**src/rtl/rf_wb_arbiter.sv**
```systemverilog
// Register-file writeback arbiter: round-robin sharing of the single write port among
// NUM_REQ sources, plus a per-register busy scoreboard for decode hazard stalls.
module rf_wb_arbiter #(
  parameter int unsigned NUM_REQ = 3,
  parameter int unsigned DATA_W  = 16,
  parameter int unsigned ADDR_W  = 5
) (
  input  logic                      clk,
  input  logic                      rst_n,
  input  logic [NUM_REQ-1:0]        req_valid,
  output logic [NUM_REQ-1:0]        req_ready,
  input  logic [NUM_REQ*ADDR_W-1:0] req_addr,
  input  logic [NUM_REQ*DATA_W-1:0] req_data,
  output logic                      rf_we,
  output logic [ADDR_W-1:0]         rf_wr_addr,
  output logic [DATA_W-1:0]         rf_wr_data,
  input  logic                      issue_valid,
  input  logic [ADDR_W-1:0]         issue_rd,
  input  logic [ADDR_W-1:0]         chk_rs1,
  input  logic [ADDR_W-1:0]         chk_rs2,
  output logic                      issue_stall,
  output logic [2**ADDR_W-1:0]      busy_vec
);

  localparam int unsigned NumRegs = 2**ADDR_W;
  localparam int unsigned PtrW    = $clog2(NUM_REQ);

  logic [PtrW-1:0]    ptr_q, ptr_d;
  logic [NUM_REQ-1:0] upper_req;
  logic [NUM_REQ-1:0] grant;
  logic [PtrW-1:0]    gnt_idx;
  logic               gnt_any;

  logic [ADDR_W-1:0]  sel_addr;
  logic [DATA_W-1:0]  sel_data;
  logic               wr_en;

  logic               we_q;
  logic [ADDR_W-1:0]  addr_q;
  logic [DATA_W-1:0]  data_q;
  logic [NumRegs-1:0] busy_q, busy_d;

  // Lowest valid index at or above the pointer wins; otherwise wrap to the lowest valid.
  always_comb begin
    upper_req = '0;
    grant     = '0;
    gnt_idx   = '0;
    gnt_any   = |req_valid;
    for (int unsigned i = 0; i < NUM_REQ; i++) begin
      upper_req[i] = req_valid[i] && (PtrW'(i) >= ptr_q);
    end
    if (|upper_req) begin
      for (int i = int'(NUM_REQ) - 1; i >= 0; i--) begin
        if (upper_req[i]) gnt_idx = PtrW'(i);
      end
    end else begin
      for (int i = int'(NUM_REQ) - 1; i >= 0; i--) begin
        if (req_valid[i]) gnt_idx = PtrW'(i);
      end
    end
    if (gnt_any) grant[gnt_idx] = 1'b1;
  end

  always_comb begin
    sel_addr = '0;
    sel_data = '0;
    for (int unsigned i = 0; i < NUM_REQ; i++) begin
      if (grant[i]) begin
        sel_addr = req_addr[i*ADDR_W +: ADDR_W];
        sel_data = req_data[i*DATA_W +: DATA_W];
      end
    end
  end

  // Writes to register 0 still handshake but never reach the register file.
  assign wr_en = gnt_any && (sel_addr != '0);

  always_comb begin
    ptr_d = ptr_q;
    if (gnt_any) begin
      ptr_d = (gnt_idx == PtrW'(NUM_REQ - 1)) ? '0 : gnt_idx + 1'b1;
    end
  end

  // Set is applied after clear so a same-register set wins.
  always_comb begin
    busy_d = busy_q;
    if (wr_en) busy_d[sel_addr] = 1'b0;
    if (issue_valid && (issue_rd != '0)) busy_d[issue_rd] = 1'b1;
    busy_d[0] = 1'b0;
  end

  always_ff @(posedge clk or negedge rst_n) begin
    if (!rst_n) begin
      ptr_q  <= '0;
      we_q   <= 1'b0;
      addr_q <= '0;
      data_q <= '0;
      busy_q <= '0;
    end else begin
      ptr_q  <= ptr_d;
      we_q   <= wr_en;
      busy_q <= busy_d;
      if (wr_en) begin
        addr_q <= sel_addr;
        data_q <= sel_data;
      end
    end
  end

  assign req_ready   = rst_n ? grant : '0;
  assign rf_we       = we_q;
  assign rf_wr_addr  = addr_q;
  assign rf_wr_data  = data_q;
  assign busy_vec    = busy_q;
  assign issue_stall = busy_q[chk_rs1] | busy_q[chk_rs2] | busy_q[issue_rd];

endmodule

```
**config.mk**
```make
export PLATFORM = sky130hd
export DESIGN_NAME = rf_wb_arbiter
export DESIGN_NICKNAME = d
export VERILOG_FILES = /design/src/rtl/rf_wb_arbiter.sv
export SDC_FILE = /design/constraint.sdc
export NUM_CORES = 1
export LEC_CHECK = 0
export BUFFER_PORTS_ARGS = -buffer_cell sky130_fd_sc_hd__buf_2
export CAP_MARGIN = 20
export CORE_ASPECT_RATIO = 1.4
export CORE_UTILIZATION = 45
export DETAILED_ROUTE_END_ITERATION = 16
export GPL_TIMING_DRIVEN = 1
export PLACE_DENSITY_LB_ADDON = 0.2
export SKIP_CTS_REPAIR_TIMING = 1
export SKIP_LAST_GASP = 1
export SLEW_MARGIN = 20
export SYNTH_ARGS = -nofsm -noshare
export SYNTH_HDL_FRONTEND = slang
export SYNTH_SLANG_ARGS = --single-unit
export TNS_END_PERCENT = 1
```
**constraint.sdc**
```tcl
create_clock -name clk -period 2.4 [get_ports clk]
set_input_delay 0.24 -clock clk [delete_from_list [all_inputs] [get_ports clk]]
set_output_delay 0.24 -clock clk [all_outputs]
set_load 0.01 [all_outputs]
```
==> impl_metrics.py, run 1 <==
metrics = {
    "logic_synthesis": {
        "syn_area_um2": 3650,
        "synth-main-ff-cell": "dfrtp_1",
        "synth_top_area_share": 0.377,
        "yosysUniqueCellTypes": 48,
        "seq_area_frac_synth": 0.377,
        "async_flop_share": 1.00,
        "ys_ff_latch": 55,
        "yosysWarnings": 0,
        "synth_nets": 425,
        "avgSynthCellArea_um2": 10.7,
        "synth_top_area_cell": "dfrtp_1",
        "synth_edf_count": 0,
        "synth.area.top_cells": "dfrtp_1, mux4_2, o31ai_1",
        "synthCells": 341,
    },
    "worst_setup_path": {
        "worst_setup_path_end_kind": "flop",
        "path_class": "flop to flop",
        "crit_path_start_kind": "flop",
        "path_delay_family": "compound AO/OA/AOI/OAI gates",
        "cp_slowest_cell": "dfrtp_2",
        "crit_path_end": "rf_wr_data[8]",
        "max_stage_delay_ns": 0.48,
        "cp.required_ns": 2.60,
        "cp_max_fo": 20,
        "worstReg2RegEnd": "rf_wr_data[8]",
        "startpoint": "ptr_q[1]",
        "ff2ff_path_depth": 7,
        "crit_chain": "xnor2_2 > o211a_4 > a221oi_4 > o22ai_2 > nor3_4 > buf_12 > mux2_1",
        "crit_cells": 7,
        "cp.arrival_ns": 2.60,
        "path_buf_inv": 1,
        "rrSetupSlack_ns": -0.008,
        "rr_startpoint": "ptr_q[1]",
    },
    "clock_tree": {
        "clock_latency_ns": 0.31,
        "htree_levels": 2,
        "clock-root-buffer": "clkbuf_8",
        "cts.sinks": 55,
        "tritoncts": "done",
        "path_clk_slew_ns": 0.09,
        "numCtsBuffers": 5,
        "cts.path.max_buffers": 2,
    },
    "finish": {
        "drive_gt1_frac": 0.441,
        "final_cell_area_um2": 4690,
        "area_growth_pct": 28.3,
        "diodes": 0,
        "fin_nets": 567,
    },
    "die": {
        "row_count": 38,
        "start_util": 0.468,
        "die_width_um": 78.1,
        "pin_count": 142,
        "die-area_um2": 8480,
        "core_area_um2": 7800,
        "die_h_um": 109,
    },
    "timing": {
        "finalClockSkew_ns": 0.00580,
        "drv_slew": 0,
        "worst_pin_slew_ns": 0.687,
        "setup_ws_ns": -0.00813,
        "min_period_ns": 2.41,
        "rsz0062_at_grt": "yes",
        "post-route-period-util": 1.00,
        "clock.fmax_mhz": 415,
        "relSlewSlack": 0.542,
        "hold_violations": 0,
        "report.final.setup_viol": 4,
        "tns_ns": -0.0120,
        "worst_hold_slack_ns": 0.0918,
    },
    "global_routing": {
        "grt_pass1_vias": 3393,
        "grt_pass1_wl_mm": 16.9,
        "grt_max_degree": 56,
        "grt_use_total": 0.259,
        "antenna_found_initial": 0,
        "gr-total-overflow": 0,
    },
    "power": {
        "vdd_drop_max_uv": 556,
        "p_leak_nw": 2.17,
        "power_density_nw_per_um2": 1030,
        "power_mw": 4.81,
    },
    "placed_design": {
        "dp_slack_ns": -0.0206,
        "port_buffers": 140,
        "placedInstanceArea_um2": 4510,
        "dp_hpwl_mm": 8.17,
        "gp_congestion": 0.844,
    },
    "drt": {
        "drt-total-wl_mm": 10.8,
        "drc": 0,
        "vias_per_cell": 6.02,
        "drtIter0Drc": 281,
        "routedWlPerCell_um": 18.6,
        "ant_nets": 0,
        "drt_pass1_iterations": 4,
        "routed-via-count": 3512,
    },
    "min_path": {
        "hold_class": "input port to asynchronous set/reset pin",
    },
    "status": {
        "violations": "negative setup slack",
        "status": "finished with violations",
    },
    "flow_run": {
        "maxCapViolCount": 0,
    },
}
-- cells in the mapped netlist, types with 5 or more instances --
cell type,number
dfrtp_1,55
nand2_1,44
o21ai_0,31
o31ai_1,26
mux4_2,23
a22oi_1,18
clkbuf_1,17
mux2_1,15
nand2b_1,8
o41ai_1,8
nor2_1,7
and3_1,6
mux2i_1,6
a22o_1,5
and2_1,5
inv_1,5
nand3_1,5
o211ai_1,5
-- placed cells by master, fill, tap and decap left out, drive strengths merged, types with 5 or more instances in the layout --
cell type	n
a221oi	5
a22o	5
a22oi	18
and2	5
and3	6
buf	158
clkbuf	6
dfrtp	55
inv	5
mux2	19
mux2i	6
mux4	23
nand2	44
nand2b	8
nand3	5
nor2	7
o211ai	5
o21ai	33
o31ai	26
o41ai	8
-- sequential cells by signal, indices dropped and copies added, names as in the netlist --
| name | count |
|---|---|
| busy_vec | 31 |
| rf_wr_data | 16 |
| rf_wr_addr | 5 |
| rf_we | 1 |
| ptr_q | 2 |
-- per-stage QoR --
stage	cells	utilization
global route	583	0.601
finish	583	0.601
global placement	574	0.578
floorplan	341	-
CTS	581	0.589
detailed placement	574	0.578
-- power by group --
group / switching, mW / internal [mW] / leakage [nW]
registers: 0.469 / 1.33 / 0.679
clock network: 0.297 / 0.227 / 0.0470
logic: 1.26 / 1.23 / 1.44
-- worst min-delay path by stage --
| stage | cells after the start | slack, ns | end | start |
|---|---|---|---|---|
| 3_5_place_dp | 2 | 0.47 | rf_wr_data[11] | rst_n |
| 4_1_cts | 2 | 0.12 | rf_wr_data[11] | rst_n |
| 3_3_place_gp | 2 | 0.46 | rf_wr_data[11] | rst_n |
| 5_1_grt | 2 | 0.16 | rf_wr_data[11] | rst_n |
| 2_1_floorplan | 0 | -0.06 | busy_vec[10] | rst_n |
| 6_report | 2 | 0.09 | rf_wr_data[11] | rst_n |
-- kinds of logic (layout without fill, tap and decap cells) --
| logic type | count (synthesis) | count (layout) | share of synthesized area |
|---|---|---|---|
| simple gates | 92 | 92 | 0.127 |
| buf+inv | 29 | 170 | 0.0387 |
| flops | 55 | 55 | 0.377 |
| other cells | 1 | 1 | 0.00103 |
| mux | 48 | 48 | 0.217 |
| compound gates | 115 | 116 | 0.237 |
| xor+xnor | 1 | 1 | 0.00240 |
-- per-layer routing --
layer / GRT usage / up-vias / routed length (um)
met5: 0 / - / 0
met4: 0.101 / 0 / 258
met3: 0.0388 / 21 / 687
met2: 0.472 / 172 / 5740
met1: 0.305 / 1692 / 4130
li1: - / 1627 / -
-- area by class of cell --
class                           instances  area, um^2
Sequential cell                        55        1380
Tap cell                              100         125
Timing Repair Buffer                  158         848
Clock buffer                            6        82.6
Clock inverter                          1        5.00
Inverter                                5        18.8
Multi-Input combinational cell        258        2230
Fill cell                             707        3110
No activity file was read; power rests on OpenSTA's default activity.
==> run 2: changes to the inputs <==
RECOVER_POWER = 50   (was not set)
SKIP_LAST_GASP = not set   (was 1)
==> run 2 against run 1 <==
  * The flow still finishes with violations (negative setup slack)
  * Cell area decreased by 0.45%
  * Setup slack about the same
  * Final cell count unchanged
  * Largest cell class unchanged
==> impl_metrics.py, run 2 (synthesized netlist as in run 1, its figures left out) <==
metrics = {
    "status": {
        "status": "finished with violations",
        "violations": "negative setup slack",
    },
    "finish": {
        "diodes": 0,
        "fin_nets": 567,
        "final_cell_mix": "buf_2, dfrtp_1, nand2_1, o21ai_0, o31ai_1",
        "largest_reg_flops": 31,
        "fin_util": 0.598,
        "final_common_cell": "buf_2",
        "layoutNonFillerInstCount": 583,
        "drive_gt1_frac": 0.410,
        "area_growth_pct": 27.8,
    },
    "drt": {
        "routed-via-count": 3518,
        "vias_per_cell": 6.03,
        "drc": 0,
        "ant_nets": 0,
        "drt-total-wl_mm": 10.8,
        "drtIter0Drc": 287,
        "drt_pass1_iterations": 4,
        "routedWlPerCell_um": 18.5,
    },
    "timing": {
        "drv_slew": 0,
        "hold_violations": 0,
        "post-route-period-util": 1.00,
        "worst_pin_slew_ns": 1.34,
        "setup_ws_ns": -0.00789,
        "rsz0062_at_grt": "yes",
        "finalClockSkew_ns": 0.00701,
        "worst_hold_slack_ns": 0.223,
        "clock.fmax_mhz": 415,
        "relSlewSlack": 0.104,
        "report.final.setup_viol": 3,
        "min_period_ns": 2.41,
    },
    "placed_design": {
        "dp_cells": 574,
        "dp_hpwl_mm": 8.17,
        "gp_congestion": 0.844,
        "port_buffers": 140,
    },
    "clock_tree": {
        "htree_levels": 2,
        "clock_latency_ns": 0.32,
        "cts.sinks": 55,
        "cts.path.max_buffers": 2,
        "tritoncts": "done",
        "numCtsBuffers": 5,
        "path_clk_slew_ns": 0.09,
        "clock-root-buffer": "clkbuf_8",
    },
    "worst_setup_path": {
        "max_stage_delay_ns": 0.48,
        "cp.required_ns": 2.60,
        "path_buf_inv": 1,
        "ff2ff_path_depth": 7,
        "path_class": "flop to flop",
        "path_delay_family": "compound AO/OA/AOI/OAI gates",
        "cp_max_fo": 20,
        "rrSetupSlack_ns": -0.008,
        "crit_path_start_kind": "flop",
        "worstReg2RegEnd": "rf_wr_data[8]",
        "cp.arrival_ns": 2.60,
        "worst_setup_path_end_kind": "flop",
        "rr_startpoint": "ptr_q[1]",
        "crit_chain": "xnor2_2 > o211a_4 > a221oi_4 > o22ai_2 > nor3_4 > buf_12 > mux2_1",
        "cp_slowest_cell": "dfrtp_2",
    },
    "global_routing": {
        "grt_max_degree": 56,
        "antenna_found_initial": 0,
        "grt_use_total": 0.259,
        "grt_pass1_wl_mm": 16.9,
        "grt_pass1_vias": 3393,
        "gr-total-overflow": 0,
    },
    "min_path": {
        "min_path_cells": 4,
        "hold_class": "input port to flop",
        "hold_path_end": "rf_wr_data[12]",
        "worstHoldStart": "req_data[12]",
    },
    "die": {
        "row_count": 38,
        "die-area_um2": 8480,
        "die_h_um": 109,
        "core_area_um2": 7800,
        "die_width_um": 78.1,
        "pin_count": 142,
        "start_util": 0.468,
    },
    "power": {
        "vdd_drop_max_uv": 547,
        "power_density_nw_per_um2": 1030,
        "p_leak_nw": 2.12,
    },
    "flow_run": {
        "maxCapViolCount": 0,
    },
}
run 2: cell count changes in the layout (fill, tap and decap cells not counted), sizes merged:
cell | before | now
clkbuf | 6 | 23
buf | 158 | 141
run 2: worst max-delay path by stage:
stage	from	cells after the start	endpoint
2_1_floorplan	ptr_q[0]	8	rf_wr_data[10]
3_3_place_gp	ptr_q[1]	7	busy_vec[23]
3_5_place_dp	ptr_q[1]	7	busy_vec[19]
4_1_cts	ptr_q[0]	6	req_ready[1]
5_1_grt	ptr_q[1]	7	rf_wr_data[8]
6_report	ptr_q[1]	7	rf_wr_data[8]
run 2: per-layer routing:
metal  GRT usage  vias to the layer above  part of all wire
met4       0.101                        0             0.024
met3      0.0388                       21             0.064
met2       0.472                      177              0.53
met1       0.305                     1693              0.38
met5           0                        -                 0
li1            -                     1627                 -
run 2: area by class of cell:
cell class	instances	area, um^2
Inverter	5	18.8
Sequential cell	55	1380
Clock inverter	1	5.00
Tap cell	100	125
Timing Repair Buffer	158	826
Fill cell	717	3130
Multi-Input combinational cell	258	2230
Clock buffer	6	82.6
run 2: tightest hold or removal path, stage by stage:
cell,delay (ns)
buf_2,0.08
nand2_1,0.04
nand2_1,0.04
mux2_1,0.11
run 2: stage by stage:
| stage | power, mW | area (um^2) | setup WS [ns] | TNS [ns] |
|---|---|---|---|---|
| after floorplan | 3.19 | 3650 | 0.152 | 0 |
| after global placement | 4.14 | 4510 | 0.0720 | 0 |
| after detailed placement | 4.20 | 4510 | -0.0206 | -0.0565 |
| after CTS | 4.73 | 4590 | -0.110 | -0.193 |
| after global routing | 5.12 | 4660 | -0.110 | -1.78 |
| final | 4.78 | 4660 | -0.00789 | -0.00846 |
run 2: where the power goes:
part / internal [mW] / switching [mW]
sequential: 1.33 / 0.472
clock: 0.227 / 0.298
combinational: 1.20 / 1.25
total: 2.76 / 2.02
